<file path="src/rtl/ps2_key_decoder.sv">
// ps2_key_decoder: PS/2 keyboard deframer producing toggled 11-bit key event words
module ps2_key_decoder #(
    parameter int FILTER_LEN = 8,
    parameter int TIMEOUT    = 24000
) (
    input  logic        clk_sys,
    input  logic        reset,
    input  logic        ps2_clk,
    input  logic        ps2_data,
    output logic [10:0] ps2_key,
    output logic        key_strobe,
    output logic        frame_err
);
    localparam int FW = $clog2(FILTER_LEN);
    localparam int TW = $clog2(TIMEOUT + 1);

    typedef enum logic {IDLE, RECV} state_t;

    state_t        state_q, state_d;
    logic [1:0]    clk_s_q, clk_s_d, dat_s_q, dat_s_d;
    logic          dat_a_q, dat_a_d;
    logic [FW-1:0] flt_cnt_q, flt_cnt_d;
    logic          fclk_q, fclk_d, fclk_p_q, fclk_p_d;
    logic [3:0]    bit_cnt_q, bit_cnt_d;
    logic [7:0]    sr_q, sr_d;
    logic          par_q, par_d;
    logic [TW-1:0] tmo_cnt_q, tmo_cnt_d;
    logic          byte_vld_q, byte_vld_d, bad_q, bad_d, start_bad_q, start_bad_d;
    logic          ext_q, ext_d, brk_q, brk_d;
    logic [2:0]    skip_q, skip_d;
    logic [10:0]   key_q, key_d;
    logic          strobe_q, strobe_d, err_q, err_d;
    logic          fall, tmo_hit;

    assign fall       = fclk_p_q & ~fclk_q;
    assign tmo_hit    = (state_q == RECV) && !fall && (tmo_cnt_q == TW'(TIMEOUT));
    assign ps2_key    = key_q;
    assign key_strobe = strobe_q;
    assign frame_err  = err_q;

    // synchronizers, glitch filter on the clock, and one-cycle data delay to line up with fclk
    always_comb begin
        clk_s_d   = {clk_s_q[0], ps2_clk};
        dat_s_d   = {dat_s_q[0], ps2_data};
        dat_a_d   = dat_s_q[1];
        flt_cnt_d = (clk_s_q[1] == fclk_q || flt_cnt_q == FW'(FILTER_LEN - 1)) ? '0 : flt_cnt_q + 1'b1;
        fclk_d    = (clk_s_q[1] != fclk_q && flt_cnt_q == FW'(FILTER_LEN - 1)) ? clk_s_q[1] : fclk_q;
        fclk_p_d  = fclk_q;
    end

    // frame state register
    always_ff @(posedge clk_sys) begin
        if (reset) state_q <= IDLE;
        else       state_q <= state_d;
    end

    // frame next state: start bit enters RECV, stop bit or timeout returns to IDLE
    always_comb begin
        state_d = state_q;
        if (state_q == IDLE)                  state_d = (fall && !dat_a_q) ? RECV : IDLE;
        else if (fall && bit_cnt_q == 4'd9)   state_d = IDLE;
        else if (tmo_hit)                     state_d = IDLE;
    end

    // frame outputs: bit shifting, parity/stop capture and frame verdict
    always_comb begin
        bit_cnt_d   = bit_cnt_q;
        sr_d        = sr_q;
        par_d       = par_q;
        tmo_cnt_d   = (state_q == RECV && !fall && !tmo_hit) ? tmo_cnt_q + 1'b1 : '0;
        byte_vld_d  = 1'b0;
        bad_d       = 1'b0;
        start_bad_d = 1'b0;
        if (fall && state_q == IDLE) begin
            bit_cnt_d   = 4'd0;
            start_bad_d = dat_a_q;
        end else if (fall) begin
            bit_cnt_d = bit_cnt_q + 4'd1;
            if (bit_cnt_q < 4'd8)       sr_d  = {dat_a_q, sr_q[7:1]};
            else if (bit_cnt_q == 4'd8) par_d = dat_a_q;
            else begin
                byte_vld_d = (^{sr_q, par_q}) & dat_a_q;
                bad_d      = ~((^{sr_q, par_q}) & dat_a_q);
            end
        end
    end

    // byte decoder: prefix tracking, Pause swallowing and event publication
    always_comb begin
        ext_d    = ext_q;
        brk_d    = brk_q;
        skip_d   = skip_q;
        key_d    = key_q;
        strobe_d = 1'b0;
        err_d    = bad_q | start_bad_q | tmo_hit;
        if (bad_q || tmo_hit) begin
            ext_d  = 1'b0;
            brk_d  = 1'b0;
            skip_d = 3'd0;
        end else if (byte_vld_q) begin
            if (skip_q != 3'd0)      skip_d = skip_q - 3'd1;
            else if (sr_q == 8'hE0)  ext_d  = 1'b1;
            else if (sr_q == 8'hF0)  brk_d  = 1'b1;
            else if (sr_q == 8'hE1) begin
                skip_d = 3'd7;
                ext_d  = 1'b0;
                brk_d  = 1'b0;
            end else if (ext_q || brk_q || !(sr_q inside {8'h00, 8'hFF, 8'hFA, 8'hFE, 8'hAA})) begin
                key_d    = {~key_q[10], ~brk_q, ext_q, sr_q};
                strobe_d = 1'b1;
                ext_d    = 1'b0;
                brk_d    = 1'b0;
            end
        end
    end

    // datapath registers; idle-high lines reset to 1 so no spurious edge follows reset
    always_ff @(posedge clk_sys) begin
        if (reset) begin
            clk_s_q     <= 2'b11;
            dat_s_q     <= 2'b11;
            dat_a_q     <= 1'b1;
            flt_cnt_q   <= '0;
            fclk_q      <= 1'b1;
            fclk_p_q    <= 1'b1;
            bit_cnt_q   <= 4'd0;
            sr_q        <= 8'd0;
            par_q       <= 1'b0;
            tmo_cnt_q   <= '0;
            byte_vld_q  <= 1'b0;
            bad_q       <= 1'b0;
            start_bad_q <= 1'b0;
            ext_q       <= 1'b0;
            brk_q       <= 1'b0;
            skip_q      <= 3'd0;
            key_q       <= 11'd0;
            strobe_q    <= 1'b0;
            err_q       <= 1'b0;
        end else begin
            clk_s_q     <= clk_s_d;
            dat_s_q     <= dat_s_d;
            dat_a_q     <= dat_a_d;
            flt_cnt_q   <= flt_cnt_d;
            fclk_q      <= fclk_d;
            fclk_p_q    <= fclk_p_d;
            bit_cnt_q   <= bit_cnt_d;
            sr_q        <= sr_d;
            par_q       <= par_d;
            tmo_cnt_q   <= tmo_cnt_d;
            byte_vld_q  <= byte_vld_d;
            bad_q       <= bad_d;
            start_bad_q <= start_bad_d;
            ext_q       <= ext_d;
            brk_q       <= brk_d;
            skip_q      <= skip_d;
            key_q       <= key_d;
            strobe_q    <= strobe_d;
            err_q       <= err_d;
        end
    end
endmodule

</file>
<file path="config.mk">
export PLATFORM = sky130hd
export DESIGN_NAME = ps2_key_decoder
export DESIGN_NICKNAME = d
export VERILOG_FILES = /design/src/rtl/ps2_key_decoder.sv
export SDC_FILE = /design/constraint.sdc
export NUM_CORES = 1
export LEC_CHECK = 0
export CAP_MARGIN = 20
export CORE_AREA = 2 2 81 83
export CTS_CLUSTER_SIZE = 40
export DETAILED_ROUTE_END_ITERATION = 7
export DIE_AREA = 0 0 83 85
export GPL_TIMING_DRIVEN = 0
export PLACE_DENSITY = 0.62
export SLEW_MARGIN = 5
export SYNTH_ARGS = -nofsm -noshare
export SYNTH_HDL_FRONTEND = slang
export SYNTH_SLANG_ARGS = --single-unit
</file>
<file path="constraint.sdc">
create_clock -name clk_sys -period 2.2 [get_ports clk_sys]
set_input_delay 0.22 -clock clk_sys [delete_from_list [all_inputs] [get_ports clk_sys]]
set_output_delay 0.22 -clock clk_sys [all_outputs]
set_load 0.01 [all_outputs]
</file>
==> results of run 1 <==
==> per-layer routing <==
layer | wire, um | global-route usage, % | up-vias
li1 | - | - | 1080
met1 | 2400 | 18.6 | 923
met2 | 2230 | 23.8 | 30
met3 | 134 | 3.70 | 14
met4 | 160 | 11.5 | 0
met5 | 0 | 0 | -
==> per-stage QoR <==
step | hold slack [ns] | cell area, um^2 | cells | util, % | total power, mW
after global placement | 0.391 | 2950 | 393 | 47.6 | 1.15
after floorplan | 0.324 | 2700 | 300 | - | 1.14
final | 0.408 | 3120 | 409 | 50.2 | 1.97
after detailed placement | 0.394 | 2950 | 393 | 47.6 | 1.15
after global routing | 0.429 | 3120 | 409 | 50.2 | 2.06
after CTS | 0.408 | 3110 | 409 | 50.2 | 2.00
==> worst max-delay path: stages, from the launching register on <==
cell      delay (ns)
dfxtp_1         0.40
inv_1           0.06
ha_1            0.19
nor4bb_1        0.13
and4_4          0.15
a31o_2          0.29
nor3_2          0.20
buf_6           0.19
mux2_1          0.33
==> flip-flops by register name, indices dropped and copies added, names as in the netlist, 2 cells and up <==
name       count
tmo_cnt_q     15
ps2_key       11
sr_q           8
bit_cnt_q      4
flt_cnt_q      3
skip_q         3
clk_s_q        2
dat_s_q        2
==> kinds of logic (layout without fill, tap and decap cells) <==
logic type | Yosys count | in the layout
muxes | 13 | 13
and+or+nand+nor | 135 | 135
xor gates and xnor gates | 19 | 19
DFF | 60 | 60
adders and majority gates | 9 | 9
buffers and inverters | 27 | 59
AOI/OAI and AO/OA | 37 | 37
==> power by group through the flow <==
stage / combinational (mW) / clock, mW / sequential [mW]
after floorplan: 0.0203 / 0 / 1.12
final: 0.0335 / 0.843 / 1.09
after detailed placement: 0.0343 / 0 / 1.12
after global placement: 0.0346 / 0 / 1.12
after CTS: 0.0342 / 0.874 / 1.09
after global routing: 0.0375 / 0.926 / 1.09
==> cell type report <==
type                            instances  area [um^2]  area share, %
Multi-Input combinational cell        213         1380           44.3
Sequential cell                        60         1200           38.6
Timing Repair Buffer                   16          160           5.14
Clock buffer                           14          153           4.90
Tap cell                               77         96.3           3.09
Buffer                                 15         67.6           2.17
Inverter                               12         45.0           1.45
Clock inverter                          2         10.0          0.321
==> worst max-delay path by stage <==
stage                     cells after the start          end
after floorplan                               8  ps2_key[10]
after global placement                        8  ps2_key[10]
after detailed placement                      8  ps2_key[10]
after CTS                                     8  ps2_key[10]
after global routing                          7   ps2_key[9]
final                                         8  ps2_key[10]
==> what timing repair did <==
action / in CTS / in global routing
gates resized for setup: 0 / 1
buffers inserted: 0 / 0
setup endpoints to repair: 0 / 2
==> layout by cell type (no fill, tap or decap), types with 3 or more instances in the layout <==
cell type	Yosys	layout
buf_2	3	3
or2_2	7	7
ha_1	9	9
nor2b_1	5	5
or3_1	4	4
xnor2_1	13	13
nor3_1	4	4
nand2_1	23	23
nor2_1	29	29
nand3_1	8	8
nand4_1	3	3
clkbuf_8	0	10
dfxtp_1	60	59
nor3b_1	3	3
nand2b_1	21	21
nor4_1	5	5
a21oi_1	18	18
o21ai_0	9	9
nor4b_1	3	3
inv_1	12	12
mux2i_1	9	9
clkdlybuf4s50_1	0	16
and3_1	3	3
clkbuf_1	11	15
xor2_1	6	6
==> impl_metrics.ini, run 1 <==
[pwr]
power_density_nw_per_um2 = 632
p_sw_share_pct = 21.7
power.share.sequential_pct = 55.5
max-vdd-ir-drop_uv = 326
power.internal_mw = 1.54
combPwrFrac_pct = 1.7
clkPwrFrac_pct = 42.8
p_switching_mw = 0.427
power.leakage_nw = 1.05

[clock_network]
h-tree-depth = 3
clk_pin_slew_ns = 0.06
cts_hold_buf = 0
insertion_delay_ns = 0.34
cts_sinks = 60
clock_tree.root_cell = clkbuf_8
clk_path_buf_depth = 2
cts_tree = yes
cts_made_buffers = 9

[timing]
rsz0062_at_grt = false
hold_viol_final = 0
fin_crit_ns = 2.05
finalMaxSlewViolations = 0
finalSetupViolCount = 0
max_slew_margin_pct = 64.2
fin_setup_tns_ns = 0
final.period_utilization_pct = 93.3
finClkSkew_ns = 0.00612
tightest_slew_ns = 0.535
max_freq_ghz = 0.487
fin_ws_ns = 0.148

[synth]
ys_types = 45
muxShareOfSynthArea_pct = 5.01
synth_edf_count = 0
yosysTopAreaCellShare_pct = 44.6
synth_fa_ha_area_share_pct = 4.18
avgSynthCellArea_um2 = 8.98
synth-seq-cells = 60
yosys_warnings = 0
synth_largest_area_cell = dfxtp_1
syn_inst = 300
synthTopCellsByArea = dfxtp_1 45%, nand2b_1 4.9%, xnor2_1 4.2%
synth_compound_area_share_pct = 7.80
synth.net_count = 313
synth_common_cells = 60 x dfxtp_1, 29 x nor2_1, 23 x nand2_1, 21 x nand2b_1, 18 x a21oi_1
synthesis.area_um2 = 2700
yosys.area_share.simple_pct = 28.1
synth_top_family_by_area = simple AND/OR/NAND/NOR gates
synthArstFlopShare_pct = 0
synth_most_common_cell = dfxtp_1
synth_xor_xnor_area_share_pct = 6.17
synth_top_flop_cell = dfxtp_1
seq_area_frac_synth_pct = 44.6

[final_layout]
fill_cells = 612
syn_to_final_growth_pct = 15.6
fin_nets = 340
drive_above_1_share_pct = 9.94
n_antenna_cell = 0

[hold_path]
min_to = clk_s_q[1]
worstHoldStart = clk_s_q[0]
holdPathStages = 1
min_path_type = reg -> reg

[floorplanning]
num_io_pins = 17
rows = 29
die_w_um = 83
die_h_um = 85
core_um2 = 6200
start_util_pct = 43.4
die_area_um2 = 7060

[routing]
wl_per_cell_um = 12.0
firstDrtPassIters = 4
ant_nets = 0
drt_wl_total_um = 4920
vias = 2047
vias_per_cell = 5.00
drc = 0
drt_iter0_drc = 61

[global_route]
grt_max_degree = 11
antenna_found_initial = 0
grt_usage_pct = 15.4
grt_pass1_vias = 1960
overflow = 0
grt_pass1_wl_um = 8560

[setup_path]
start_kind = flop
startpoint = tmo_cnt_q[1]
endpoint_kind = flop
r2r_cells = 8
crit_arrival_ns = 2.28
cp_max_fo = 10
ff2ff_setup_slack_ns = 0.15
crit_required_ns = 2.42
worstReg2RegEnd = ps2_key[10]
critPathKind = reg -> reg
r2r_start = tmo_cnt_q[1]

[placed_design]
port-buffer-count = 16
pre_cts_ws_ns = 0.0905
dpl.hpwl_um = 3480
place_congestion = 0.840

[status]
status = completed

[job]
max-cap-violations = 0
Power figures use the tool's default switching activity.
==> run 2, diff against run 1 <==
- CORE_AREA: 2 2 81 83 -> 2 2 72 74
- DIE_AREA: 0 0 83 85 -> 0 0 74 76
- PLACE_DENSITY: 0.62 -> 0.76
==> run 2 against run 1 <==
  * Clock power rose by 6.2%
  * Wire length shrank 0.16%
  * Worst hold slack about the same
  * Via count about the same
  * Sequential power hardly changed
  * Clock skew fell by 0.0020 ns
  * Count of clock-buffer cells in the layout rose by 1
  * Non-clock buffer count is the same
  * Combinational power barely moved
  * Total power up 2.6%
  * Utilization is 13 points higher
  * Critical path depth is the same
  * Largest power group unchanged
==> impl_metrics.ini, run 2 (synthesized netlist as in run 1, its figures left out) <==
[status]
status = completed

[placed_design]
place_congestion = 0.765
postPlaceCellArea_um2 = 2940
port-buffer-count = 16
dpl.hpwl_um = 3420
place_inst = 386

[clock_network]
cts_made_buffers = 9
clk_pin_slew_ns = 0.06
cts_hold_buf = 0
clk_path_buf_depth = 2
clock_tree.root_cell = clkbuf_8
cts_tree = yes
cts_sinks = 60
insertion_delay_ns = 0.33
h-tree-depth = 3

[routing]
firstDrtPassIters = 4
drt_iter0_drc = 75
ant_nets = 0
vias_per_cell = 5.09
vias = 2045
wl_per_cell_um = 12.2
drc = 0
drt_wl_total_um = 4910

[global_route]
grt_usage_pct = 19.6
grt_pass1_wl_um = 8580
grt_max_degree = 11
antenna_found_initial = 0
overflow = 0
grt_pass1_vias = 1929

[floorplanning]
die_area_um2 = 5620
die_w_um = 74
num_io_pins = 17
rows = 26
start_util_pct = 54.9
die_h_um = 76
core_um2 = 4910

[hold_path]
min_path_type = reg -> reg
holdPathStages = 1

[job]
max-cap-violations = 0

[timing]
final.period_utilization_pct = 92.9
holdWs_ns = 0.408
max_freq_ghz = 0.489
rsz0062_at_grt = false
hold_viol_final = 0
finalSetupViolCount = 0
fin_crit_ns = 2.04
finClkSkew_ns = 0.00407
tightest_slew_ns = 0.610
fin_setup_tns_ns = 0
finalMaxSlewViolations = 0
max_slew_margin_pct = 59.2

[pwr]
max-vdd-ir-drop_uv = 408
power.leakage_nw = 1.06
power_density_nw_per_um2 = 647
p_total_mw = 2.02

[final_layout]
top_register = tmo_cnt_q
postLayoutCellArea_um2 = 3130
largest_register_ffs = 15
syn_to_final_growth_pct = 16.0
n_antenna_cell = 0
fin_nets = 340
finalNonFillerCells = 402
final_cell_mix = 59 x dfxtp_1, 29 x nor2_1, 23 x nand2_1, 21 x nand2b_1, 18 x a21oi_1
drive_above_1_share_pct = 10.2
final_common_cell = dfxtp_1

[setup_path]
start_kind = flop
endpoint_kind = flop
crit_required_ns = 2.42
crit_arrival_ns = 2.26
r2r_cells = 8
cp_max_fo = 10
critPathKind = reg -> reg
## run 2: changes by cell type in the layout (fill, tap and decap cells not counted)
cell	before	now
clkbuf_8	10	12
clkinv_2	2	1
clkbuf_1	15	14
## run 2: area by class of cell
| class | instances | area, um^2 |
|---|---|---|
| fill | 429 | 1790 |
| sequential | 60 | 1200 |
| tap | 70 | 87.6 |
| multi-input combinational | 213 | 1380 |
| clock buffer | 15 | 176 |
| inverter | 12 | 45.0 |
| buffer | 15 | 67.6 |
| clock inverter | 1 | 5.00 |
| timing repair buffer | 16 | 160 |
## run 2: layer usage
metal / up-vias / global-route usage [%] / wire length, um
met5: - / 0 / 0
met4: 0 / 7.09 / 114
met3: 9 / 6.75 / 160
met2: 27 / 30.8 / 2310
met1: 932 / 24.7 / 2330
li1: 1077 / - / -
## run 2: power breakdown
| group | total [mW] | leakage, nW | internal, mW | switching, mW |
|---|---|---|---|---|
| clock | 0.895 | 0.0937 | 0.501 | 0.394 |
| sequential | 1.09 | 0.485 | 1.09 | 0.00194 |
| combinational | 0.0333 | 0.478 | 0.0152 | 0.0182 |
| total | 2.02 | 1.06 | 1.61 | 0.414 |
## run 2: worst max-delay path: stages, from the launching register on
cell and delay (ns):
dfxtp_1 0.39, inv_1 0.06, ha_1 0.19, nor4bb_1 0.13, and4_4 0.15, a31o_2 0.29
nor3_2 0.20, buf_6 0.19, mux2_1 0.34
## run 2: what timing repair did
item / in CTS / in global routing
buffers inserted: 0 / 0
gates resized for setup: 0 / 1
setup endpoints to repair: 0 / 1
hold endpoints to repair: 0 / 0
## run 2: path summary, 6_finish.rpt
| path | startpoint | end | slack, ns |
|---|---|---|---|
| hold reg to reg | clk_s_q[0] | clk_s_q[1] | 0.41 |
| setup / recovery | tmo_cnt_q[1] | ps2_key[9] | 0.16 |
| hold / removal | clk_s_q[0] | clk_s_q[1] | 0.41 |
| setup reg to reg | tmo_cnt_q[1] | ps2_key[9] | 0.16 |
## run 2: through the flow
stage | util, % | setup slack (ns)
after floorplan | - | 0.276
after global placement | 59.9 | 0.147
after detailed placement | 59.9 | 0.105
after CTS | 63.6 | 0.0936
after global routing | 63.6 | 0.0282
final | 63.6 | 0.155
